## src/rtl/xgmii_tx_scheduler.sv

```systemverilog
// Four-requester round-robin scheduler feeding one XGMII TX interface.
// Inserts an idle gap after every frame and aborts frames that run past MAX_BEATS beats.
module xgmii_tx_scheduler #(
  parameter int unsigned IFG_CYCLES = 2,
  parameter int unsigned MAX_BEATS  = 200
) (
  input  logic         sys_clk,
  input  logic         sys_rst,
  input  logic [3:0]   req,
  input  logic [3:0]   last,
  input  logic [255:0] txd_in,
  input  logic [31:0]  txc_in,
  output logic [3:0]   grant,
  output logic [63:0]  xgmii_txd,
  output logic [7:0]   xgmii_txc,
  output logic         busy,
  output logic [31:0]  frame_cnt,
  output logic [15:0]  abort_cnt
);

  localparam int unsigned N_REQ  = 4;
  localparam int unsigned SEL_W  = 2;
  localparam int unsigned BEAT_W = (MAX_BEATS > 1) ? $clog2(MAX_BEATS) : 1;
  localparam int unsigned IFG_W  = (IFG_CYCLES > 0) ? $clog2(IFG_CYCLES + 1) : 1;

  localparam logic [63:0] IDLE_TXD  = 64'h0707070707070707;
  localparam logic [63:0] ABORT_TXD = 64'hFEFEFEFEFEFEFEFE;
  localparam logic [7:0]  CTRL_ALL  = 8'hFF;
  localparam logic [15:0] ABORT_MAX = 16'hFFFF;

  typedef enum logic [1:0] {ST_IDLE, ST_XMIT, ST_ABORT, ST_IFG} state_e;

  // With no gap configured a finished frame goes straight back to arbitration.
  localparam state_e POST_FRAME = (IFG_CYCLES == 0) ? ST_IDLE : ST_IFG;

  state_e             state_q, state_d;
  logic [SEL_W-1:0]   sel_q, sel_d;
  logic [SEL_W-1:0]   rr_ptr_q, rr_ptr_d;
  logic [BEAT_W-1:0]  beat_q, beat_d;
  logic [IFG_W-1:0]   ifg_q, ifg_d;
  logic [3:0]         grant_q, grant_d;
  logic [63:0]        txd_q, txd_d;
  logic [7:0]         txc_q, txc_d;
  logic               busy_q, busy_d;
  logic [31:0]        frame_cnt_q, frame_cnt_d;
  logic [15:0]        abort_cnt_q, abort_cnt_d;

  logic [SEL_W-1:0]   win;
  logic [SEL_W-1:0]   idx;
  logic               found;
  logic [63:0]        beat_txd;
  logic [7:0]         beat_txc;
  logic               last_g;

  assign beat_txd = txd_in[{sel_q, 6'd0} +: 64];
  assign beat_txc = txc_in[{sel_q, 3'd0} +: 8];
  assign last_g   = last[sel_q];

  // Round-robin search starting at rr_ptr_q, ascending modulo four.
  always_comb begin
    found = 1'b0;
    win   = rr_ptr_q;
    idx   = rr_ptr_q;
    for (int unsigned k = 0; k < N_REQ; k++) begin
      idx = rr_ptr_q + SEL_W'(k);
      if (!found && req[idx]) begin
        found = 1'b1;
        win   = idx;
      end
    end
  end

  always_comb begin
    state_d     = state_q;
    sel_d       = sel_q;
    rr_ptr_d    = rr_ptr_q;
    beat_d      = beat_q;
    ifg_d       = ifg_q;
    grant_d     = grant_q;
    txd_d       = IDLE_TXD;
    txc_d       = CTRL_ALL;
    frame_cnt_d = frame_cnt_q;
    abort_cnt_d = abort_cnt_q;

    case (state_q)
      ST_IDLE: begin
        if (found) begin
          state_d  = ST_XMIT;
          sel_d    = win;
          grant_d  = 4'(1) << win;
          rr_ptr_d = win + SEL_W'(1);
          beat_d   = '0;
        end
      end
      ST_XMIT: begin
        // last wins over the beat limit, so a frame ending on the limit is not aborted.
        if (last_g) begin
          txd_d       = beat_txd;
          txc_d       = beat_txc;
          grant_d     = '0;
          frame_cnt_d = frame_cnt_q + 32'd1;
          ifg_d       = IFG_W'(IFG_CYCLES);
          state_d     = POST_FRAME;
        end else if (beat_q == BEAT_W'(MAX_BEATS - 1)) begin
          txd_d   = ABORT_TXD;
          txc_d   = CTRL_ALL;
          grant_d = '0;
          state_d = ST_ABORT;
          if (abort_cnt_q != ABORT_MAX) begin
            abort_cnt_d = abort_cnt_q + 16'd1;
          end
        end else begin
          txd_d  = beat_txd;
          txc_d  = beat_txc;
          beat_d = beat_q + BEAT_W'(1);
        end
      end
      ST_ABORT: begin
        ifg_d   = IFG_W'(IFG_CYCLES);
        state_d = POST_FRAME;
      end
      ST_IFG: begin
        if (ifg_q <= IFG_W'(1)) begin
          state_d = ST_IDLE;
        end else begin
          ifg_d = ifg_q - IFG_W'(1);
        end
      end
      default: begin
        state_d = ST_IDLE;
        grant_d = '0;
      end
    endcase

    busy_d = (state_d != ST_IDLE);
  end

  always_ff @(posedge sys_clk or negedge sys_rst) begin
    if (!sys_rst) begin
      state_q     <= ST_IDLE;
      sel_q       <= '0;
      rr_ptr_q    <= '0;
      beat_q      <= '0;
      ifg_q       <= '0;
      grant_q     <= '0;
      txd_q       <= IDLE_TXD;
      txc_q       <= CTRL_ALL;
      busy_q      <= 1'b0;
      frame_cnt_q <= '0;
      abort_cnt_q <= '0;
    end else begin
      state_q     <= state_d;
      sel_q       <= sel_d;
      rr_ptr_q    <= rr_ptr_d;
      beat_q      <= beat_d;
      ifg_q       <= ifg_d;
      grant_q     <= grant_d;
      txd_q       <= txd_d;
      txc_q       <= txc_d;
      busy_q      <= busy_d;
      frame_cnt_q <= frame_cnt_d;
      abort_cnt_q <= abort_cnt_d;
    end
  end

  assign grant     = grant_q;
  assign xgmii_txd = txd_q;
  assign xgmii_txc = txc_q;
  assign busy      = busy_q;
  assign frame_cnt = frame_cnt_q;
  assign abort_cnt = abort_cnt_q;

endmodule

```

## config.mk

```make
export PLATFORM = sky130hd
export DESIGN_NAME = xgmii_tx_scheduler
export DESIGN_NICKNAME = d
export VERILOG_FILES = /design/src/rtl/xgmii_tx_scheduler.sv
export SDC_FILE = /design/constraint.sdc
export NUM_CORES = 1
export LEC_CHECK = 0
export ABC_AREA = 1
export CORE_AREA = 2 2 164 166
export DETAILED_ROUTE_END_ITERATION = 8
export DIE_AREA = 0 0 166 168
export PLACE_DENSITY = 0.65
export SYNTH_ARGS = -nofsm -noshare
export SYNTH_HDL_FRONTEND = slang
export SYNTH_SLANG_ARGS = --single-unit
```

## constraint.sdc

```tcl
create_clock -name sys_clk -period 2.39 [get_ports sys_clk]
set_input_delay 0.478 -clock sys_clk [delete_from_list [all_inputs] [get_ports sys_clk]]
set_output_delay 0.478 -clock sys_clk [all_outputs]
set_load 0.03 [all_outputs]
```

Word-level counts from Yosys, hierarchy flattened
Cells that the tools add are included.
{"block": "totals", "register_bits": 141, "in_bits": 298, "output_inout_bits": 125, "elab_cells": 95}
{"block": "classes", "addsub": 8, "order_cmp": 6, "eq_ne": 11, "shift": 3, "muxes": 39, "bitwise_logic": 1, "n_reduce_logical": 16}
{"op": "$shiftx 256x9->64", "count": 1}
{"op": "$mux 64", "count": 3}
{"op": "$mux 8", "count": 6}
{"op": "$add 32x1->32 const B", "count": 1}
{"op": "$shiftx 32x6->8", "count": 1}
{"op": "$mux 2", "count": 9}
{"op": "$add 16x1->16 const B", "count": 1}
{"op": "$ne 16x16->1 const B", "count": 1}
{"op": "$pmux 8 s2", "count": 1}
{"op": "$lt 2x3->1 const B", "count": 5}
{"op": "$mux 4", "count": 3}
{"op": "$bmux 1 s2", "count": 5}
{"op": "$ne 2x2->1 const B", "count": 5}
{"op": "$mux 1", "count": 9}
{"op": "$add 8x1->8 const B", "count": 1}
{"op": "$eq 8x8->1 const B", "count": 1}
{"op": "$pmux 2 s4", "count": 1}
{"op": "$pmux 4 s2", "count": 1}
{"op": "$reduce_and 4->1", "count": 2}
{"op": "$pmux 2 s3", "count": 1}
{"op": "$reduce_and 3->1", "count": 2}
{"op": "$add 2x1->2 const B", "count": 2}
{"op": "$add 2x2->2 const B", "count": 2}
{"op": "$eq 2x2->1 const B", "count": 2}
{"op": "12 further kinds", "count": 18}

Depth between registers and ports, before layout
Gate-level depths: netlist (run 1).
{"block": "depth", "depth_word": 15, "mapped_depth": 14, "ltp_nobuf": 14}

Worst setup path after synthesis (run 1)
No wires, ideal clock.
{"block": "synth_path", "kind": "register to register", "start": "register rr_ptr_q[0]", "end": "register rr_ptr_q[1]", "setup_ns": 0.127, "t_arrival_ns": 1.693, "t_required_ns": 2.263, "setup_slack_ns": 0.571, "stages_incl_launch_ff": 13, "path_buffers": 1, "period_less_slack_ns": 1.819, "path_cell_list": "dfrtp_1 -> buf_4 -> nand2_1 -> nand2_1 -> o21ai_2 -> inv_1 -> nor2_1 -> nand2_1 -> nand2_1 -> inv_1 -> ha_1 -> nand2_1 -> o21ai_0"}
{"block": "synth_between", "elab_chain_len": 13, "elab_cells_between_ends": 26, "cone_classes": "4 x add/sub; 15 x mux; 7 x reduce/logical"}
{"element": "start, declared", "line": "38", "rtl": "logic [SEL_W-1:0] rr_ptr_q, rr_ptr_d;"}
{"element": "start signal, assigned", "line": "154", "rtl": "rr_ptr_q <= rr_ptr_d;"}
{"element": "branches (longest 11 deep; another with $add 2x1->2)"}
{"element": "$mux 2 *", "line": "66", "rtl": "if (!found && req[idx]) begin"}
{"element": "named net win[0]", "line": "48", "rtl": "logic [SEL_W-1:0] win;"}
{"element": "$add 2x1->2 *", "line": "91", "rtl": "rr_ptr_d = win + SEL_W'(1);"}
Mark *: on every way through the listed nets, which the timed path passes. The select of a mux whose other input is x is not followed.
A chain may end at the register's enable or synchronous reset.

Worst setup path in the final report (run 1)
{"block": "layout_path", "start": "register txd_q[48], in the netlist xgmii_txd[48]", "end": "output xgmii_txd[48]"}
{"element": "start, declared", "line": "42", "rtl": "logic [63:0] txd_q, txd_d;"}
{"element": "start signal, assigned", "line": "158", "rtl": "txd_q <= txd_d;"}
{"element": "end, declared", "line": "14", "rtl": "output logic [63:0] xgmii_txd,"}
No word-level cell between the ends.

==> impl_metrics.csv, run 1 <==
group,metric,value,unit
outcome,outcome,"complete, no violations",
critical_path,path_buf_inv,1,
synthesis,yosysTopAreaCell,"dfrtp_1",
layout,layout-drive-gt1-share,0.0789,
synthesis,ys_seq_area_frac,0.430,
drt,routed_via_density,4.95,
placed_design,gp_congestion,0.951,
drt,ant_nets,0,
drt,num_vias,9370,
clock_tree,clockBufferDepth,2,
critical_path,cp_cell_sequence,"clkdlybuf4s50_1",
layout,fill_cells,2525,
synthesis,yosysMostFrequentCell,"nor2_1",
die,core_area,26400,um^2
timing,maxSlewHeadroom,0.647,
timing,fin_skew,28.3,ps
critical_path,critPathTopFamily,"buffers and inverters",
clock_tree,cts_resized,0,
layout,stdcell_area,13500,um^2
synthesis,synth_cell_type_count,36,
clock_tree,cts_hold_buf,1,
min_path,hold_path.class,"register to register",
layout,fin_util,0.514,
drt,drt_first_pass_iters,5,
synthesis,synth_top_cell_area_share,0.329,
clock_tree,cts_made_buffers,17,
global_route,met3_usage,0.0905,
timing,worst_slack,222,ps
job,cap_violations,0,
timing,min_period_over_period,0.907,
timing,clock.fmax,461,MHz
die,die_area,27900,um^2
critical_path,worstSetupEndpointType,"primary output",
synthesis,syn_area,8300,um^2
drt,finalWirelength,34.7,mm
clock_tree,cts_tree,"built",
critical_path,worstPathMaxFanout,1,
timing,post-route-min-period,2170,ps
global_route,grt.overflow.total,0,
synthesis,yosys-top-cells-count,"nor2_1, nand2_1, o21ai_0",
critical_path,crit_path_start,"xgmii_txd[48]$_DFF_PN1_",
clock_tree,clk_pin_slew,70,ps
timing,setup_viol,0,
synthesis,syn_avg_cell_area,7.32,um^2
timing,slew_viol_final,0,
power,power_leakage,5.64,nW
die,die_h,168,um
clock_tree,clock-sinks,141,
timing,rsz0062_at_grt,"no",
layout,nets,1840,
die,initial_core_util,0.315,
clock_tree,clk_root_buffer_cell,"clkbuf_16",
synthesis,synth.area.top_cells,"dfrtp_1, nor2_1, dfstp_2, o21ai_0, nand2_1",
global_route,grt_util_met1,0.294,
global_route,grt_start_max_net_pins,97,
synthesis,syn-num-nets,1440,
synthesis,ys_async_sr_fraction,1.00,
critical_path,crit_arrival,1690,ps
critical_path,max_stage_delay,760,ps
global_route,top_usage_layer,"met2",
drt,drc_errors,0,
critical_path,cpMaxStageDelayCell,"clkdlybuf4s50_1",
timing,hold_violations,0,
die,die_x,166,um
placed_design,port-buffer-count,422,
placed_design,dpl.hpwl,26.5,mm
critical_path,cp-start-kind,"register",
timing,tns,0,ps
drt,avgRoutedWirePerCell,18.3,um
placed_design,placed_area,12900,um^2
die,rows,60,
global_route,grt_pass1_vias,9306,
drt,drt_iter0_drc,716,
layout,syn2layout_area_growth,63.2,%
die,num_io_pins,423,
global_route,track_usage,0.246,
synthesis,synth_edf_count,0,
critical_path,r2r-start,"sel_q[0]$_DFFE_PN0P_",
synthesis,synthFlopType,"dfrtp_1",
global_route,grt_antenna_before_repair,5,
placed_design,place_ws,21.7,ps
power,powerDensity,1030,nW/um^2
clock_tree,cts_setup_buffers,0,
synthesis,postSynthCellCount,1134,
global_route,met2_usage,0.401,
synthesis,synth_warnings,0,
timing,fin_hold_ws,515,ps
global_route,grt_pass1_wl,53.0,mm
min_path,min_from,"abort_cnt[5]$_DFFE_PN0P_",
critical_path,crit_type,"register to primary output",
synthesis,ys_ff_latch,141,
clock_tree,htreeDepth,4,
critical_path,cp.required,1910,ps
power,ir_drop,1.02,mV
timing,worst_pin_slew,529,ps
clock_tree,clk_latency,430,ps
==> placed cells by master, fill, tap and decap left out, types with 3 or more instances in the layout <==
cell,Yosys,layout
clkbuf_16,0,17
nand2_1,203,203
nor2_1,279,279
diode_2,0,4
o221ai_1,24,24
nand3_1,42,42
o22ai_1,48,48
ha_1,8,8
dfstp_2,32,32
clkdlybuf4s50_1,0,421
inv_4,2,3
inv_1,48,48
xor2_1,29,29
nor3_1,19,19
nand4_1,8,8
buf_4,4,15
xnor2_1,11,11
inv_6,0,4
o21ai_0,160,160
buf_12,0,8
nor2_2,9,9
nand3b_1,4,4
dfrtp_1,109,107
clkinv_2,0,4
o21ai_1,7,7
inv_2,9,8
nand3_2,4,4
==> routing by layer <==
layer  part of all wire  vias to the layer above
met2               0.47                      387
met3              0.090                       62
met5            0.00032                        -
li1                   -                     4556
met1               0.41                     4363
met4              0.034                        2
==> where the power goes <==
part           switching [mW]  internal (mW)
Sequential              0.410           3.13
Clock                    1.11           1.56
Combinational            4.81           2.87
==> layout make-up <==
class / count / area, um^2 / share of cell area
antenna: 4 / 10.0 / 0.000739
sequential: 141 / 3570 / 0.264
multi-input combinational: 869 / 4210 / 0.311
clock buffer: 18 / 429 / 0.0317
inverter: 59 / 229 / 0.0169
tap: 341 / 427 / 0.0315
clock inverter: 14 / 155 / 0.0115
timing repair buffer: 446 / 4510 / 0.333
==> metrics by stage <==
step | std cells | power (mW)
finish | 1892 | 13.9
global route | 1892 | 14.9
CTS | 1888 | 14.0
detailed placement | 1855 | 11.3
global placement | 1855 | 11.2
floorplan | 1134 | 8.13
==> path summary, 6_finish.rpt <==
path,to,slack (ps),depth (start not counted)
setup / recovery,xgmii_txd[48],220,1
hold reg to reg,abort_cnt[5]$_DFFE_PN0P_,510,1
hold / removal,abort_cnt[5]$_DFFE_PN0P_,510,1
min in group asynchronous,xgmii_txd[29]$_DFF_PN0_,570,2
max in group asynchronous,xgmii_txd[0]$_DFF_PN1_,1120,3
setup reg to reg,frame_cnt[22]$_DFFE_PN0P_,390,12
==> cell families after synthesis <==
family	count (synthesis)	share of synthesized area
xor gates and xnor gates	40	0.0422
adders and majority gates	8	0.0121
DFF	141	0.430
and+or+nand+nor	578	0.288
AOI/OAI and AO/OA	243	0.166
buffers and inverters	124	0.0625
==> registers in the layout (all words and copies together), names as in the netlist, 2 cells and up <==
name / flops
beat_q: 8
xgmii_txd: 64
sel_q: 2
grant: 4
abort_cnt: 16
rr_ptr_q: 2
xgmii_txc: 8
frame_cnt: 32
ifg_q: 2
state_q: 2
No activity file was read; power rests on OpenSTA's default activity.
==> run 2, diff against run 1 <==
Settings changed: GPL_TIMING_DRIVEN set to 0.
==> run 2 against run 1 <==
- wire length rose by 15%
- total power rose by 2.0%
- global-route usage rose by 3.6 points
- critical endpoint unchanged
- largest cell class unchanged
- largest power group unchanged
==> impl_metrics.csv, run 2 (same netlist as run 1, synthesis figures left out) <==
group,metric,value,unit
layout,fill_cells,2555,
timing,worst_slack,216,ps
timing,fin_skew,17.9,ps
global_route,grt_antenna_before_repair,9,
timing,worst_pin_slew,616,ps
global_route,track_usage,0.282,
global_route,grt_start_max_net_pins,86,
layout,layout_commonest_cell,"clkdlybuf4s50_1",
global_route,grt_pass1_vias,9966,
timing,post-route-min-period,2170,ps
critical_path,max_stage_delay,700,ps
layout,layout-drive-gt1-share,0.0755,
power,ir_drop,0.521,mV
critical_path,cp.required,1910,ps
critical_path,critPathTopFamily,"buffers and inverters",
clock_tree,htreeDepth,4,
die,die_area,27900,um^2
timing,maxSlewHeadroom,0.589,
placed_design,placed_area,13000,um^2
die,die_h,168,um
drt,num_vias,9881,
drt,ant_nets,0,
global_route,met3_usage,0.0773,
critical_path,cp_cell_sequence,"clkdlybuf4s50_1",
critical_path,worstSetupPathDepth,1,
placed_design,place_ws,-245,ps
clock_tree,cts_setup_buffers,0,
drt,drt_first_pass_iters,5,
timing,hold_violations,0,
clock_tree,clk_root_buffer_cell,"clkbuf_16",
drt,avgRoutedWirePerCell,20.5,um
critical_path,cpMaxStageDelayCell,"clkdlybuf4s50_1",
timing,setup_viol,0,
global_route,top_usage_layer,"met2",
die,rows,60,
die,initial_core_util,0.315,
placed_design,dpl.hpwl,31.6,mm
drt,routed_via_density,5.10,
layout,nets,1882,
clock_tree,clockBufferDepth,2,
layout,final_cell_mix,"clkdlybuf4s50_1, nor2_1, nand2_1",
die,die_x,166,um
timing,slew_viol_final,0,
critical_path,ff2ff_path_depth,10,
critical_path,worstSetupEndpointType,"primary output",
critical_path,path_buf_inv,1,
critical_path,crit_type,"register to primary output",
outcome,outcome,"complete, no violations",
layout,syn2layout_area_growth,63.9,%
drt,finalWirelength,39.7,mm
timing,clock.fmax,460,MHz
clock_tree,cts_tree,"built",
clock_tree,clk_pin_slew,70,ps
die,core_area,26400,um^2
critical_path,r2r_setup_slack,240,ps
layout,largest_reg_flops,64,
timing,rsz0062_at_grt,"no",
power,power_leakage,5.65,nW
layout,finalNonFillerCells,1938,
clock_tree,clk_latency,430,ps
timing,min_period_over_period,0.910,
job,cap_violations,0,
critical_path,crit_arrival,1700,ps
die,num_io_pins,423,
global_route,grt.overflow.total,0,
clock_tree,clock-sinks,141,
placed_design,gp_congestion,1.02,
drt,drt_iter0_drc,747,
clock_tree,cts_made_buffers,17,
power,powerDensity,1040,nW/um^2
critical_path,worstPathMaxFanout,1,
critical_path,cp-start-kind,"register",
drt,drc_errors,0,
placed_design,dp_cells,1898,
min_path,hold_path.class,"input pin to async pin",
global_route,grt_util_met1,0.354,
layout,stdcell_area,13600,um^2
global_route,grt_pass1_wl,60.1,mm
global_route,met2_usage,0.475,
placed_design,port-buffer-count,422,
run 2: changes by cell type in the layout (fill, tap and decap cells not counted), moves of 2 or more:
cell,before,now
dfrtp_1,107,109
clkinv_8,0,3
buf_12,8,0
buf_4,15,4
clkbuf_1,1,43
diode_2,4,8
clkinvlp_4,0,3
buf_6,1,3
clkinv_2,4,0
buf_2,0,15
run 2: worst register-to-register path: cells and delay by family (launching register included):
kind                     cells  cell delay [ps]
AND/OR/NAND/NOR              4              630
buffers and inverters        4              510
flip-flops                   1              410
AO/OA/AOI/OAI                1              250
adder cells (fa/ha/maj)      1              240
run 2: per-layer routing:
layer	share of wire	routed length, um
met5	0.00040	16
met2	0.48	19200
met4	0.021	819
met3	0.076	3010
met1	0.42	16700
run 2: power by group:
group / switching (mW) / internal, mW / leakage, nW / total [mW]
Sequential: 0.358 / 3.13 / 1.77 / 3.49
Clock: 1.28 / 1.49 / 0.285 / 2.77
Combinational: 5.12 / 2.80 / 3.59 / 7.92
Total: 6.76 / 7.42 / 5.65 / 14.2
run 2: worst paths after layout:
check,start,end
max,xgmii_txd[48]$_DFF_PN1_,xgmii_txd[48]
min,sys_rst,xgmii_txd[21]$_DFF_PN0_
max reg2reg,beat_q[0]$_DFFE_PN0P_,xgmii_txd[26]$_DFF_PN1_
min reg2reg,grant[1]$_DFFE_PN0P_,grant[1]$_DFFE_PN0P_
max in group asynchronous,sys_rst,ifg_q[1]$_DFFE_PN0P_
min in group sys_clk,grant[1]$_DFFE_PN0P_,grant[1]$_DFFE_PN0P_
run 2: repair_timing:
action	4_1_cts	5_1_grt
hold buffers	0	0
setup endpoints to repair	0	5
gates resized for setup	0	1
run 2: per-stage QoR:
stage                     setup TNS (ps)  hold WS (ps)  utilization  power, mW
after floorplan                        0           182            -       8.13
after global placement           -676400           484        0.492       11.3
after detailed placement           -2790           488        0.493       11.4
after CTS                              0          33.6        0.516       14.2
after global routing                   0          26.1        0.516       15.1
final                                  0          3.09        0.517       14.2
run 2: final cells by class:
cell class,count,area (um^2),area share
Clock inverter,15,179,0.0131
Clock buffer,17,425,0.0313
Antenna cell,8,20.0,0.00147
Inverter,59,226,0.0166
Tap cell,341,427,0.0313
Multi-Input combinational cell,869,4220,0.310
Sequential cell,141,3570,0.262
Timing Repair Buffer,423,4250,0.312
Buffer,65,293,0.0215
